===== config.mk =====
export PLATFORM = sky130hd
export DESIGN_NAME = gpio_in
export DESIGN_NICKNAME = d
export VERILOG_FILES = /design/src/rtl/gpio_in.sv
export SDC_FILE = /design/constraint.sdc
export NUM_CORES = 1
export LEC_CHECK = 0
export BUFFER_PORTS_ARGS = -buffer_cell sky130_fd_sc_hd__buf_2
export CORE_MARGIN = 5
export CORE_UTILIZATION = 26
export CTS_CLUSTER_DIAMETER = 150
export CTS_CLUSTER_SIZE = 12
export DETAILED_ROUTE_END_ITERATION = 12
export GPL_ROUTABILITY_DRIVEN = 0
export PLACE_DENSITY_LB_ADDON = 0.08
export REMOVE_ABC_BUFFERS = 1
export SYNTH_ARGS = -nofsm -noshare
export SYNTH_HDL_FRONTEND = slang
export SYNTH_SLANG_ARGS = --single-unit

===== constraint.sdc =====
create_clock -name clk -period 3 [get_ports clk]
set_clock_uncertainty 0.1 [all_clocks]
set_input_delay 0.15 -clock clk [delete_from_list [all_inputs] [get_ports clk]]
set_output_delay 0.15 -clock clk [all_outputs]
set_load 0.02 [all_outputs]

===== src/rtl/gpio_in.sv =====
// GPIO input block: synchronizes and debounces 32 pins, with rising-edge status, interrupt mask and CPU readback.
// Define GPIO_IN_DEBOUNCE_EN to compile in the per-bit debounce counters; otherwise deb follows the synchronizer.
module gpio_in #(
    parameter int unsigned DEBOUNCE_CYCLES = 4
) (
    input  logic        clk,
    input  logic        rst_n,
    input  logic [31:0] gpio_pins,
    input  logic [31:0] address_gpio,
    input  logic [31:0] dato_gpio,
    input  logic        we,
    input  logic        re,
    output logic [31:0] read_data,
    output logic        read_valid,
    output logic        irq
);

    localparam logic [31:0] ADDR_PIN  = 32'hABD0;
    localparam logic [31:0] ADDR_EDGE = 32'hABD4;
    localparam logic [31:0] ADDR_MASK = 32'hABD8;

    if (DEBOUNCE_CYCLES < 1 || DEBOUNCE_CYCLES > 15) begin : g_bad_cfg
        $error("gpio_in: DEBOUNCE_CYCLES must be 1..15");
    end

    logic [31:0] s1_q, s2_q;
    logic [31:0] deb;
    logic [31:0] deb_prev_q;
    logic [31:0] edge_q, edge_d;
    logic [31:0] mask_q, mask_d;
    logic [31:0] rdata_q, rdata_d;
    logic        rvalid_q, rvalid_d;
    logic        irq_q, irq_d;
    logic [31:0] rmux;
    logic [31:0] clr;

    always_ff @(posedge clk or negedge rst_n) begin
        if (!rst_n) begin
            s1_q <= '0;
            s2_q <= '0;
        end else begin
            s1_q <= gpio_pins;
            s2_q <= s1_q;
        end
    end

`ifdef GPIO_IN_DEBOUNCE_EN
    localparam logic [3:0] LIMIT = 4'(DEBOUNCE_CYCLES - 1);

    logic [3:0]  cnt_q [32];
    logic [3:0]  cnt_d [32];
    logic [31:0] deb_q, deb_d;

    // A bit is accepted only after s2 has differed from deb for DEBOUNCE_CYCLES edges in a row.
    always_comb begin
        deb_d = deb_q;
        for (int i = 0; i < 32; i++) begin
            cnt_d[i] = '0;
            if (s2_q[i] != deb_q[i]) begin
                if (cnt_q[i] == LIMIT) begin
                    deb_d[i] = s2_q[i];
                end else begin
                    cnt_d[i] = cnt_q[i] + 4'd1;
                end
            end
        end
    end

    always_ff @(posedge clk or negedge rst_n) begin
        if (!rst_n) begin
            deb_q <= '0;
            for (int i = 0; i < 32; i++) begin
                cnt_q[i] <= '0;
            end
        end else begin
            deb_q <= deb_d;
            for (int i = 0; i < 32; i++) begin
                cnt_q[i] <= cnt_d[i];
            end
        end
    end

    assign deb = deb_q;
`else
    assign deb = s2_q;
`endif

    always_comb begin
        rmux = '0;
        unique case (address_gpio)
            ADDR_PIN:  rmux = deb;
            ADDR_EDGE: rmux = edge_q;
            ADDR_MASK: rmux = mask_q;
            default:   rmux = '0;
        endcase
    end

    // A new rising edge overrides a same-cycle write-1-to-clear.
    assign clr     = (we && address_gpio == ADDR_EDGE) ? dato_gpio : '0;
    assign edge_d  = (edge_q & ~clr) | (deb & ~deb_prev_q);
    assign mask_d  = (we && address_gpio == ADDR_MASK) ? dato_gpio : mask_q;
    assign irq_d   = |(edge_q & mask_q);
    assign rdata_d = re ? rmux : rdata_q;
    assign rvalid_d = re;

    always_ff @(posedge clk or negedge rst_n) begin
        if (!rst_n) begin
            deb_prev_q <= '0;
            edge_q     <= '0;
            mask_q     <= '0;
            rdata_q    <= '0;
            rvalid_q   <= 1'b0;
            irq_q      <= 1'b0;
        end else begin
            deb_prev_q <= deb;
            edge_q     <= edge_d;
            mask_q     <= mask_d;
            rdata_q    <= rdata_d;
            rvalid_q   <= rvalid_d;
            irq_q      <= irq_d;
        end
    end

    assign read_data  = rdata_q;
    assign read_valid = rvalid_q;
    assign irq        = irq_q;

endmodule


# After elaboration in Yosys (flattened, before gate mapping)
# Index checks and enable logic that the tools add are counted.
word_totals:
  register_bits: 194
  latch_bits: 0
  ram_bits: 0
  mem_bits_ro: 0
  inputBits: 100
  output_inout_bits: 34
  wordCells: 22
  memories: 0
op_classes:
  add_sub_neg: 0
  mul: 0
  div: 0
  order_cmp: 0
  eq_ne: 3
  shifts: 0
  muxes: 2
  bitwise: 6
  reduce_logical: 3
ops:
  columns: ["operator", "count"]
  rows:
  - ["$and A32 B32 Y32", 3]
  - ["$eq A32 B16 Y1 const B", 3]
  - ["$pmux W32 S3", 1]
  - ["$not A32 Y32", 2]
  - ["$mux W32", 1]
  - ["$or A32 B32 Y32", 1]
  - ["$reduce_or A32 Y1", 1]
  - ["$logic_and A1 B1 Y1", 2]

# Depth between registers and ports, before layout
logic_depth:
  ltp_word: 6
  ltp_mapped: 6
  mapped_depth_nobuf: 4

# Worst setup path after synthesis
# OpenSTA, ideal clock, no wires.
synth_timing:
  path_type: "in2reg"
  startpoint: "in address_gpio[10]"
  endpoint: "reg mask_q[10]"
  arrival_ps: 1366
  t_required_ps: 2775
  path_slack_ps: 1409
  stages: 5
  n_path_buf: 1
  cell_sequence: "nor4b_2 and4_4 nand4_4 buf_6 mux2_4"
synth_via:
  elab_chain_cells: 2
synth_lines:
  columns: ["item", "line_no", "rtl"]
  rows:
  - ["start, declared", "9", "input logic [31:0] address_gpio,"]
  - ["$eq A32 B16 Y1", "101", "assign mask_d = (we && address_gpio == ADDR_MASK) ? dato_gpio : mask_q;"]
  - ["$logic_and A1 B1 Y1", "101", null]
  - ["end signal, assigned", "117", "mask_q <= mask_d;"]
  - ["end, declared", "30", "logic [31:0] mask_q, mask_d;"]
# No other way between the ends.
# A chain may end at the register's enable or synchronous reset.

# Worst setup path in the final report
layout_timing:
  startpoint: "reg edge_q[13]"
  endpoint: "reg irq_q, in the netlist irq"
layout_via:
  elab_chain_cells: 2
layout_lines:
  columns: ["item", "line_no", "rtl"]
  rows:
  - ["start, declared", "29", "logic [31:0] edge_q, edge_d;"]
  - ["start signal, assigned", "116", "edge_q <= edge_d;"]
  - ["$and A32 B32 Y32", "102", "assign irq_d = |(edge_q & mask_q);"]
  - ["$reduce_or A32 Y1", "102", null]
  - ["net irq_d", "33", "logic irq_q, irq_d;"]
  - ["end signal, assigned", "120", "irq_q <= irq_d;"]
  - ["end, declared", "33", null]
# The timed path passes the listed nets, and every way through them passes these cells.

==> key figures <==
Synthesis
  – Yosys top cell by area: dfrtp_1
  – Most frequent cell after synthesis: dfrtp_1
  – Commonest cells in the synthesized netlist: 194 x dfrtp_1, 54 x nand2_1, 48 x o21ai_0
  – Seq cells post-synth: 194
  – Yosys warnings: 0
  – Ranking of synthesized cells by area: dfrtp_1 66%, mux2_4 6.1%, o41ai_1 3.8%
  – Post-synth top area share: 65.56%
  – Post-synth EDFFs: 0
  – Ys flop type: dfrtp_1
  – Seq/Total Area, Yosys: 65.56%
  – Synth Area per Inst: 13.11 um^2
  – Share of flip-flops with an asynchronous set or reset: 100.0%
  – Synthesized area: 7405 um^2
  – Synth Instances: 565
  – Synth cell types: 40

Run status
  – Outcome: completed

Floorplan
  – # rows: 61
  – Die area: 31950 um^2
  – Core Area: 27930 um^2
  – Starting Density: 26.51%
  – Die X: 178.8 um
  – Io pins: 134
  – Die H: 178.8 um

Place
  – Place WS: 0.7335 ns
  – Post-DP HPWL: 13260 um
  – Post-DP Area: 8524 um^2
  – IO Port Bufs: 133

Timing
  – Period minus WS final: 1.886 ns
  – Final period util: 62.86%
  – RSZ-0062 raised after global routing: no
  – Hold Fails Final Rpt: 0
  – Worst hold slack: 0.1801 ns
  – Fmax: 530.3 MHz
  – Endpoints failing setup: 0
  – Slew Limit Fails: 0
  – Fin Setup TNS: 0 ns
  – Relative slew slack: 36.72%
  – Slew @ Worst Pin: 0.9492 ns
  – Final WS setup: 1.114 ns

Clocking
  – Clock buffer depth: 2
  – CTS tree: yes
  – Clock root cell: clkbuf_16
  – Worst-path clk slew: 0.08 ns
  – H-tree depth: 4
  – Worst-Skew Late Latency: 0.42 ns
  – Post-CTS Setup Bufs: 0
  – Clock sinks: 194
  – CTS buffer count: 17

Route
  – Vias per cell: 4.505
  – Starting DRT DRC Count: 250
  – Antenna viol nets, final: 0
  – DR WL/cell: 18.14 um
  – Residual DRC count: 0
  – Final WL: 20920 um
  – Vias: 5194
  – TritonRoute pass-1 iters: 4

Global routing
  – First-pass GRT wire length: 32410 um
  – Antenna violations before repair: 0
  – Overall routing resource usage: 13.31%
  – Pin count of the biggest net entering global routing: 95
  – Total gr overflow: 0
  – Vias in the first global route: 5583

Finish
  – Final core occ: 35.01%
  – Finished Cell Area: 9779 um^2
  – Layout cell share with drive strength beyond 1: 27.61%
  – Layout Nets: 862
  – Antenna diode count: 0
  – Area Overhead vs Synth: 32.07%

Setup path
  – Setup crit start: edge_q[13]$_DFF_PN0_
  – Startpoint types: register
  – Worst reg-to-reg setup slack: 1.11 ns
  – Reg2Reg Depth: 4
  – Crit path to: irq$_DFF_PN0_
  – WS Path Type: reg -> reg
  – Worst EP arrival: 2.08 ns
  – CP required: 3.19 ns
  – R2r endpoint: irq$_DFF_PN0_
  – Worst r2r src: edge_q[13]$_DFF_PN0_
  – Largest fanout on the critical path: 3
  – Endpoint class of the critical path: register

Run
  – Max_cap viols: 0

Power and ir drop
  – Maximum vdd ir drop: 0.0002989 V
  – P_leak: 4.630 nW
  – Pwr/cell area: 552.2 nW/um^2

Min path
  – Hold Crit Class: in -> reg
[repair_timing]
| action | in CTS | in global routing |
|---|---|---|
| hold buffers | 65 | 0 |
| resized for setup | 0 | 0 |
| hold endpoints to repair | 187 | 0 |
| endpoints found under the setup margin | 0 | 0 |
[sequential cells by signal, summed over array words and instances, names as in the netlist]
register	flops
deb	32
deb_prev_q	32
edge_q	32
mask_q	32
read_data	32
s1_q	32
irq	1
read_valid	1
[layout by cell type, fill, tap and decap left out, types with 3 or more instances in the layout]
cell type      count
clkinv_2           3
a22oi_1           12
a221o_1           22
nor2b_1           24
nor4_1             7
bufinv_16          3
o2bb2ai_1          9
buf_2            132
o21ai_0           48
mux2i_1           10
buf_4              9
nand3_1            3
o41ai_1           32
inv_1             32
mux2_4            30
clkbuf_16         17
o21ai_1            6
and4_1             3
a21oi_1            9
dfrtp_1          194
nand4_1            7
buf_12             3
nor2_1            10
inv_6              5
nand2_1           54
dlygate4sd3_1     65
[metal layers]
metal / vias to the layer above / GRT usage (%) / wire, um / share of wire, %
met5: - / 0 / 0 / 0
li1: 2431 / - / - / -
met4: 0 / 3.006 / 178 / 0.85
met2: 124 / 21.50 / 9914 / 47
met3: 9 / 2.973 / 1049 / 5.0
met1: 2630 / 18.36 / 9777 / 47
[cell type report]
| type | count | area [um^2] |
|---|---|---|
| fillers | 2821 | 18150 |
| flip-flops and latches | 194 | 4855 |
| clock inverters | 14 | 175.2 |
| repair buffers | 210 | 1453 |
| inverters | 33 | 123.9 |
| multi-input cells | 306 | 2271 |
| well taps | 378 | 473.0 |
| clock buffers | 18 | 429.2 |
[through the flow]
step | cells | power [mW]
finish | 1153 | 5.400
global route | 1153 | 5.641
CTS | 1153 | 5.503
detailed placement | 1056 | 3.016
global placement | 1056 | 3.010
floorplan | 533 | 2.804
[where the power goes]
| part | switching, mW | leakage [nW] | internal, mW |
|---|---|---|---|
| Clock | 1.05 | 0.294 | 1.33 |
| Combinational | 0.178 | 2.02 | 0.140 |
| Sequential | 0.0237 | 2.32 | 2.68 |
| Total | 1.25 | 4.63 | 4.15 |
[kinds of logic (layout without fill, tap and decap cells)]
family | count (synthesis) | in the layout | synth area share (%)
and+or+nand+nor | 121 | 121 | 8.973
DFF | 194 | 194 | 65.56
AOI/OAI and AO/OA | 143 | 143 | 13.89
buffers and inverters | 65 | 275 | 3.836
muxes | 42 | 42 | 7.739
[worst min-delay path by stage]
stage	from	cells past startpoint	endpoint	slack (ns)
global placement	gpio_pins[12]	1	s1_q[12]$_DFF_PN0_	0.16
floorplan	rst_n	0	deb[0]$_DFF_PN0_	-0.25
CTS	re	3	read_data[3]$_DFFE_PN0P_	0.16
global route	re	3	read_data[3]$_DFFE_PN0P_	0.20
finish	re	3	read_data[23]$_DFFE_PN0P_	0.18
detailed placement	gpio_pins[19]	1	s1_q[19]$_DFF_PN0_	0.16
[critical path, stage by stage (launching register included)]
cell      delay (ns)
dfrtp_1         0.41
a22o_1          0.25
a221oi_1        0.28
nand3_1         0.20
or4_1           0.52
Note: power is estimated with default switching activity, not from simulation.
